`src/rtl/memory_stage.sv`:
```
// RV64 MEM stage: data-memory load/store over a req/ack bus, load alignment/extension,
// misalign and access-fault detection, and the registered writeback interface.
module memory_stage #(
    parameter int XLEN         = 64,
    parameter int DMEM_TIMEOUT = 15
) (
    input  logic            clk,
    input  logic            reset,
    input  logic            mem_v,
    input  logic [31:0]     mem_ir,
    input  logic [XLEN-1:0] mem_npc,
    input  logic [XLEN-1:0] mem_alu_result,
    input  logic [XLEN-1:0] mem_csrfd,
    input  logic [XLEN-1:0] mem_rfd,
    input  logic [XLEN-1:0] mem_sr2,
    input  logic [4:0]      mem_drid,
    input  logic            mem_pc_mux,
    input  logic            mem_ecall,
    input  logic            wb_flush,
    output logic            mem_stall,
    output logic            dmem_req,
    output logic            dmem_we,
    output logic [XLEN-1:0] dmem_addr,
    output logic [XLEN-1:0] dmem_wdata,
    output logic [7:0]      dmem_wstrb,
    input  logic [XLEN-1:0] dmem_rdata,
    input  logic            dmem_ack,
    input  logic            dmem_err,
    output logic            wb_v,
    output logic [31:0]     wb_ir,
    output logic [XLEN-1:0] wb_npc,
    output logic [XLEN-1:0] wb_alu_result,
    output logic [XLEN-1:0] wb_mem_result,
    output logic [XLEN-1:0] wb_csrfd,
    output logic [XLEN-1:0] wb_rfd,
    output logic [4:0]      wb_drid,
    output logic            wb_pc_mux,
    output logic            wb_ecall,
    output logic            mem_lam,
    output logic            mem_laf,
    output logic            mem_sam,
    output logic            mem_saf
);
    // state  | meaning
    // IDLE   | pass-through; aligned mem-op launches a bus access
    // ACCESS | request held on the bus until ACK/ERR/timeout
    typedef enum logic {IDLE = 1'b0, ACCESS = 1'b1} state_t;

    localparam int CW = $clog2(DMEM_TIMEOUT + 1);
    localparam logic [CW-1:0] TMO = CW'(DMEM_TIMEOUT);

    state_t state, state_nxt;
    logic [CW-1:0]   cnt;
    logic            flushed;
    logic [31:0]     acc_ir;
    logic [XLEN-1:0] acc_npc, acc_addr, acc_csrfd, acc_rfd, acc_sr2;
    logic [4:0]      acc_drid;
    logic            acc_pc_mux, acc_ecall;

    function automatic logic [2:0] align_mask(input logic [1:0] sz);
        return {&sz, sz[1], |sz};
    endfunction

    function automatic logic [7:0] size_strb(input logic [1:0] sz);
        case (sz)
            2'd0:    return 8'h01;
            2'd1:    return 8'h03;
            2'd2:    return 8'h0F;
            default: return 8'hFF;
        endcase
    endfunction

    logic [2:0] in_f3;
    logic       in_load, in_store, in_misaligned, start;
    assign in_f3         = mem_ir[14:12];
    assign in_load       = (mem_ir[6:0] == 7'b0000011) && (in_f3 != 3'b111);
    assign in_store      = (mem_ir[6:0] == 7'b0100011) && !in_f3[2];
    assign in_misaligned = (in_load || in_store) &&
                           ((mem_alu_result[2:0] & align_mask(in_f3[1:0])) != 3'b000);
    assign start         = mem_v && (in_load || in_store) && !in_misaligned && !wb_flush;

    logic            in_access, acc_load, done, fault, keep;
    logic [2:0]      acc_off;
    logic [XLEN-1:0] rd_shift, load_val;
    assign in_access = (state == ACCESS);
    assign acc_load  = !acc_ir[5];
    assign acc_off   = acc_addr[2:0];
    assign done      = in_access && (dmem_ack || dmem_err || cnt == TMO);
    assign fault     = dmem_err || !dmem_ack;
    assign keep      = !(flushed || wb_flush);
    assign rd_shift  = dmem_rdata >> {acc_off, 3'b000};

    always_comb begin
        load_val = '0;
        case (acc_ir[14:12])
            3'd0: load_val = {{(XLEN-8){rd_shift[7]}}, rd_shift[7:0]};
            3'd1: load_val = {{(XLEN-16){rd_shift[15]}}, rd_shift[15:0]};
            3'd2: load_val = {{(XLEN-32){rd_shift[31]}}, rd_shift[31:0]};
            3'd3: load_val = rd_shift;
            3'd4: load_val = {{(XLEN-8){1'b0}}, rd_shift[7:0]};
            3'd5: load_val = {{(XLEN-16){1'b0}}, rd_shift[15:0]};
            3'd6: load_val = {{(XLEN-32){1'b0}}, rd_shift[31:0]};
            default: load_val = '0;
        endcase
    end

    assign dmem_req   = in_access;
    assign dmem_we    = in_access && !acc_load;
    assign dmem_addr  = in_access ? {acc_addr[XLEN-1:3], 3'b000} : '0;
    assign dmem_wstrb = dmem_we ? (size_strb(acc_ir[13:12]) << acc_off) : 8'h00;
    assign dmem_wdata = dmem_we ? (acc_sr2 << {acc_off, 3'b000}) : '0;

    always_ff @(posedge clk) begin
        if (reset) state <= IDLE;
        else       state <= state_nxt;
    end

    always_comb begin
        state_nxt = state;
        mem_stall = 1'b0;
        case (state)
            IDLE: if (start) begin
                state_nxt = ACCESS;
                mem_stall = !reset;
            end
            ACCESS: begin
                mem_stall = !done && !reset;
                if (done) state_nxt = IDLE;
            end
            default: state_nxt = IDLE;
        endcase
    end

    always_ff @(posedge clk) begin
        if (reset) begin
            cnt <= '0; flushed <= 1'b0;
            acc_ir <= '0; acc_npc <= '0; acc_addr <= '0; acc_csrfd <= '0; acc_rfd <= '0;
            acc_sr2 <= '0; acc_drid <= '0; acc_pc_mux <= 1'b0; acc_ecall <= 1'b0;
            wb_v <= 1'b0; wb_ir <= '0; wb_npc <= '0; wb_alu_result <= '0; wb_mem_result <= '0;
            wb_csrfd <= '0; wb_rfd <= '0; wb_drid <= '0; wb_pc_mux <= 1'b0; wb_ecall <= 1'b0;
            mem_lam <= 1'b0; mem_laf <= 1'b0; mem_sam <= 1'b0; mem_saf <= 1'b0;
        end else if (state == IDLE) begin
            if (start) begin
                cnt <= '0; flushed <= 1'b0;
                acc_ir <= mem_ir; acc_npc <= mem_npc; acc_addr <= mem_alu_result;
                acc_csrfd <= mem_csrfd; acc_rfd <= mem_rfd; acc_sr2 <= mem_sr2;
                acc_drid <= mem_drid; acc_pc_mux <= mem_pc_mux; acc_ecall <= mem_ecall;
                wb_v <= 1'b0;
                mem_lam <= 1'b0; mem_laf <= 1'b0; mem_sam <= 1'b0; mem_saf <= 1'b0;
            end else begin
                wb_v <= mem_v && !wb_flush;
                wb_ir <= mem_ir; wb_npc <= mem_npc; wb_alu_result <= mem_alu_result;
                wb_mem_result <= '0; wb_csrfd <= mem_csrfd; wb_rfd <= mem_rfd;
                wb_drid <= mem_drid; wb_pc_mux <= mem_pc_mux; wb_ecall <= mem_ecall;
                mem_lam <= mem_v && !wb_flush && in_misaligned && in_load;
                mem_sam <= mem_v && !wb_flush && in_misaligned && in_store;
                mem_laf <= 1'b0; mem_saf <= 1'b0;
            end
        end else begin
            // a flush seen at any point of the access squashes its eventual result
            if (wb_flush) flushed <= 1'b1;
            if (done) begin
                wb_v <= keep;
                wb_ir <= acc_ir; wb_npc <= acc_npc; wb_alu_result <= acc_addr;
                wb_mem_result <= (acc_load && !fault) ? load_val : '0;
                wb_csrfd <= acc_csrfd; wb_rfd <= acc_rfd; wb_drid <= acc_drid;
                wb_pc_mux <= acc_pc_mux; wb_ecall <= acc_ecall;
                mem_laf <= keep && fault && acc_load;
                mem_saf <= keep && fault && !acc_load;
                mem_lam <= 1'b0; mem_sam <= 1'b0;
            end else begin
                cnt <= cnt + 1'b1;
            end
        end
    end
endmodule
```
`config.mk`:
```
export PLATFORM = sky130hd
export DESIGN_NAME = memory_stage
export DESIGN_NICKNAME = d
export VERILOG_FILES = /design/src/rtl/memory_stage.sv
export SDC_FILE = /design/constraint.sdc
export NUM_CORES = 2
export LEC_CHECK = 0
export CORE_AREA = 2 2 367 369
export DETAILED_ROUTE_END_ITERATION = 8
export DIE_AREA = 0 0 369 371
export MAX_ROUTING_LAYER = met4
export PLACE_DENSITY = 0.45
export SETUP_SLACK_MARGIN = 0.3
export SYNTH_ARGS = -nofsm -noshare
export SYNTH_HDL_FRONTEND = slang
export SYNTH_SLANG_ARGS = --single-unit
```
`constraint.sdc`:
```
create_clock -name clk -period 3.7 [get_ports clk]
set_input_delay 0.74 -clock clk [delete_from_list [all_inputs] [get_ports clk]]
set_output_delay 0.74 -clock clk [all_outputs]
set_load 0.05 [all_outputs]
```
==> results.py <==
metrics = {
    "status": {
        "outcome": "finished, final reports clean",
    },
    "synthesis": {
        "synth_compound_area_frac": 0.240,
        "ys_seq_area_frac": 0.466,
        "synth-xor-area-share": 0,
        "synth_area_um2": 31300,
        "synthAdderAreaFrac": 0.000400,
        "syn_inst": 3393,
        "synth_edf_count": 0,
        "avgSynthCellArea_um2": 9.22,
        "ys.flop_type": "dfxtp_1",
        "synth-simple-area-share": 0.167,
        "synth.distinct_cells": 57,
        "async_flop_share": 0,
        "synth_top_family_by_area": "compound AO/OA/AOI/OAI gates",
        "muxShareOfSynthArea": 0.0748,
        "ys_ff_latch": 729,
        "yosysWarningCount": 0,
    },
    "clock_network": {
        "numCtsBuffers": 89,
        "htreeDepth": 3,
        "cts-root-buf": "clkbuf_16",
        "clock_path_buffers": 3,
        "numClockSinks": 729,
        "clk_pin_slew_ns": 0.05,
        "cts_tree": "done",
        "clock_latency_ns": 0.70,
    },
    "routing": {
        "avgRoutedWirePerCell_um": 23.3,
        "antenna_left": 0,
        "drt_first_iter_violations": 1610,
        "drc": 0,
        "vias_per_cell": 4.72,
        "routed_wirelength_um": 141000,
        "drt_pre_antenna_iters": 5,
        "routed-via-count": 28568,
    },
    "critical_path": {
        "end_kind": "primary output",
        "cp_common_cell": "buf_12",
        "required_ns": 2.96,
        "critical_path.cell_chain": "clkdlybuf4s50_1 -> a21o_1 -> a221o_2 -> o32ai_4 -> buf_12 -> buf_12",
        "critPathSlowestCell": "clkdlybuf4s50_1",
        "crit_fanout": 6,
        "crit_buf_inv": 3,
        "critPathLaunchType": "input pin",
        "max_stage_delay_ns": 0.51,
        "path_delay_family": "compound AO/OA/AOI/OAI gates",
        "worstSetupPathType": "in2out",
        "critPathArrivalTime_ns": 2.59,
    },
    "pwr": {
        "switching_share": 0.264,
        "p_int_mw": 14.4,
        "p_clk_frac": 0.472,
        "p_sw_mw": 5.17,
        "ir_drop_uv": 339,
        "p_seq_frac": 0.415,
        "power_density_nw_per_um2": 421,
        "p_leak_nw": 17.5,
        "combPwrFrac": 0.113,
    },
    "cells_and_area": {
        "stdcell_count": 6054,
        "fin_nets": 4616,
        "drive_above_1_share": 0.101,
        "regArea_um2": 14600,
        "multiInputGateArea_um2": 15200,
        "area_delta_synth_final_pct": 48.9,
        "final.fill_count": 13612,
    },
    "worst_hold_path": {
        "holdCritPathClass": "reg2reg",
    },
    "timing": {
        "clock_skew_ns": 0.0463,
        "fmax_mhz": 300,
        "worst_pin_slew_ns": 0.986,
        "slew_violations": 0,
        "finalCritPeriodShare": 0.900,
        "final_hold_viol_count": 0,
        "maxSlewHeadroom": 0.342,
        "fin_tns_setup_ns": 0,
        "rsz0062_at_grt": "true",
        "setup_viol_count_final": 0,
        "fin_ws_ns": 0.369,
        "fin_crit_ns": 3.33,
    },
    "global_route": {
        "antenna_found_initial": 27,
        "grt_max_degree": 187,
        "grt_usage": 0.203,
        "grt_pass1_wl_um": 200000,
        "grt-ovfl-total": 0,
        "grt_pass1_vias": 27794,
    },
    "place": {
        "dp_hpwl_um": 102000,
        "dp.cells": 5856,
        "place_congestion": 0.894,
        "dp_slack_ns": 0.0594,
        "portBuffers": 928,
    },
    "floorplan": {
        "fp.dieW_um": 369,
        "num_rows": 134,
        "die_area_um2": 137000,
        "die_height_um": 371,
        "start_util": 0.236,
        "core_um2": 133000,
        "pin_count": 932,
    },
    "job": {
        "cap_violations": 0,
    },
}
==> cell usage after synthesis, types with 28 or more instances <==
cell | n | share of area
and2_1 | 89 | 0.018
nand2_1 | 205 | 0.025
mux4_2 | 46 | 0.033
nor2_1 | 425 | 0.051
dfxtp_1 | 729 | 0.47
mux2i_1 | 99 | 0.032
a21oi_1 | 303 | 0.048
a211oi_1 | 296 | 0.071
clkbuf_1 | 163 | 0.020
buf_2 | 142 | 0.023
mux2_2 | 28 | 0.010
nor2b_1 | 290 | 0.058
a22o_1 | 298 | 0.083
inv_1 | 37 | 0.0044
==> area by class of cell <==
type                    instances  share of cell area
well taps                    1768              0.0475
flip-flops and latches        729               0.314
clock buffers                 136              0.0559
multi-input cells            2306               0.326
diodes                         25             0.00134
inverters                      39             0.00317
repair buffers               1021               0.241
clock inverters                30              0.0111
==> worst paths after layout <==
check	from	endpoint	slack, ns	cells past startpoint
min	acc_ir[0]	acc_ir[0]	0.45	1
max	mem_ir[12]	mem_stall	0.37	6
max reg2reg	acc_addr[0]	wb_mem_result[34]	0.66	8
min reg2reg	acc_ir[0]	acc_ir[0]	0.45	1
==> logic make-up after synthesis <==
group	Yosys count
other	1
buffers and inverters	360
AO/OA/AOI/OAI	1041
multiplexers	173
AND/OR/NAND/NOR	1088
flip-flops	729
adder cells (fa/ha/maj)	1
==> timing repair <==
item                                    CTS  global route
setup buffers                             6             0
hold buffers                              0             0
endpoints found under the setup margin   72            34
resized for setup                        15            11
gates cloned                              1             0
pin swaps                                 0             1
==> metrics by stage <==
stage / area (µm²) / power [mW] / hold WS (ns) / util
after detailed placement: 43200 / 10.5 / 0.443 / 0.326
final: 46600 / 19.6 / 0.452 / 0.351
after global routing: 46600 / 20.3 / 0.475 / 0.351
after floorplan: 31300 / 9.40 / 0.426 / -
after CTS: 46500 / 19.9 / 0.444 / 0.350
after global placement: 43200 / 10.5 / 0.438 / 0.326
==> flip-flops by register name, indices dropped and copies added (netlist names), 64 cells and up <==
register,flops
acc_addr,64
acc_csrfd,64
acc_npc,64
acc_rfd,64
acc_sr2,64
wb_alu_result,64
wb_csrfd,64
wb_mem_result,64
wb_npc,64
wb_rfd,64
==> layout by cell type (no fill, tap or decap), types with 12 or more instances in the layout <==
master           instances
a21o_1                  13
diode_2                 25
nand2_1                204
clkbuf_1                27
dfxtp_1                724
clkinv_2                13
buf_4                   62
clkdlybuf4s50_1        832
mux2i_1                 99
inv_1                   37
mux4_2                  46
nor2_1                 421
clkbuf_16               89
o311ai_1                14
a22o_1                 298
mux2_2                  28
clkbuf_8                20
nand2b_1                13
nor2b_1                290
nand3_1                 23
a221o_1                 16
buf_12                 110
o311ai_0                12
o21ai_0                 22
a211oi_1               296
a21oi_1                303
and2_1                  89
==> power by group through the flow <==
stage	combinational, mW	clock [mW]	sequential (mW)
4_1_cts	2.24	9.54	8.15
3_3_place_gp	2.23	0	8.31
2_1_floorplan	0.510	0	8.89
5_1_grt	2.33	9.85	8.16
6_report	2.22	9.25	8.14
3_5_place_dp	2.23	0	8.32
==> layer usage <==
layer | up-vias | track usage | routed length [µm] | share of wire
met4 | 0 | 0.0612 | 4270 | 0.030
met2 | 831 | 0.343 | 69600 | 0.49
met3 | 170 | 0.0542 | 9040 | 0.064
li1 | 13809 | - | - | -
met1 | 13758 | 0.236 | 58000 | 0.41
met5 | - | - | 0 | 0
No activity file was read; power rests on OpenSTA's default activity.
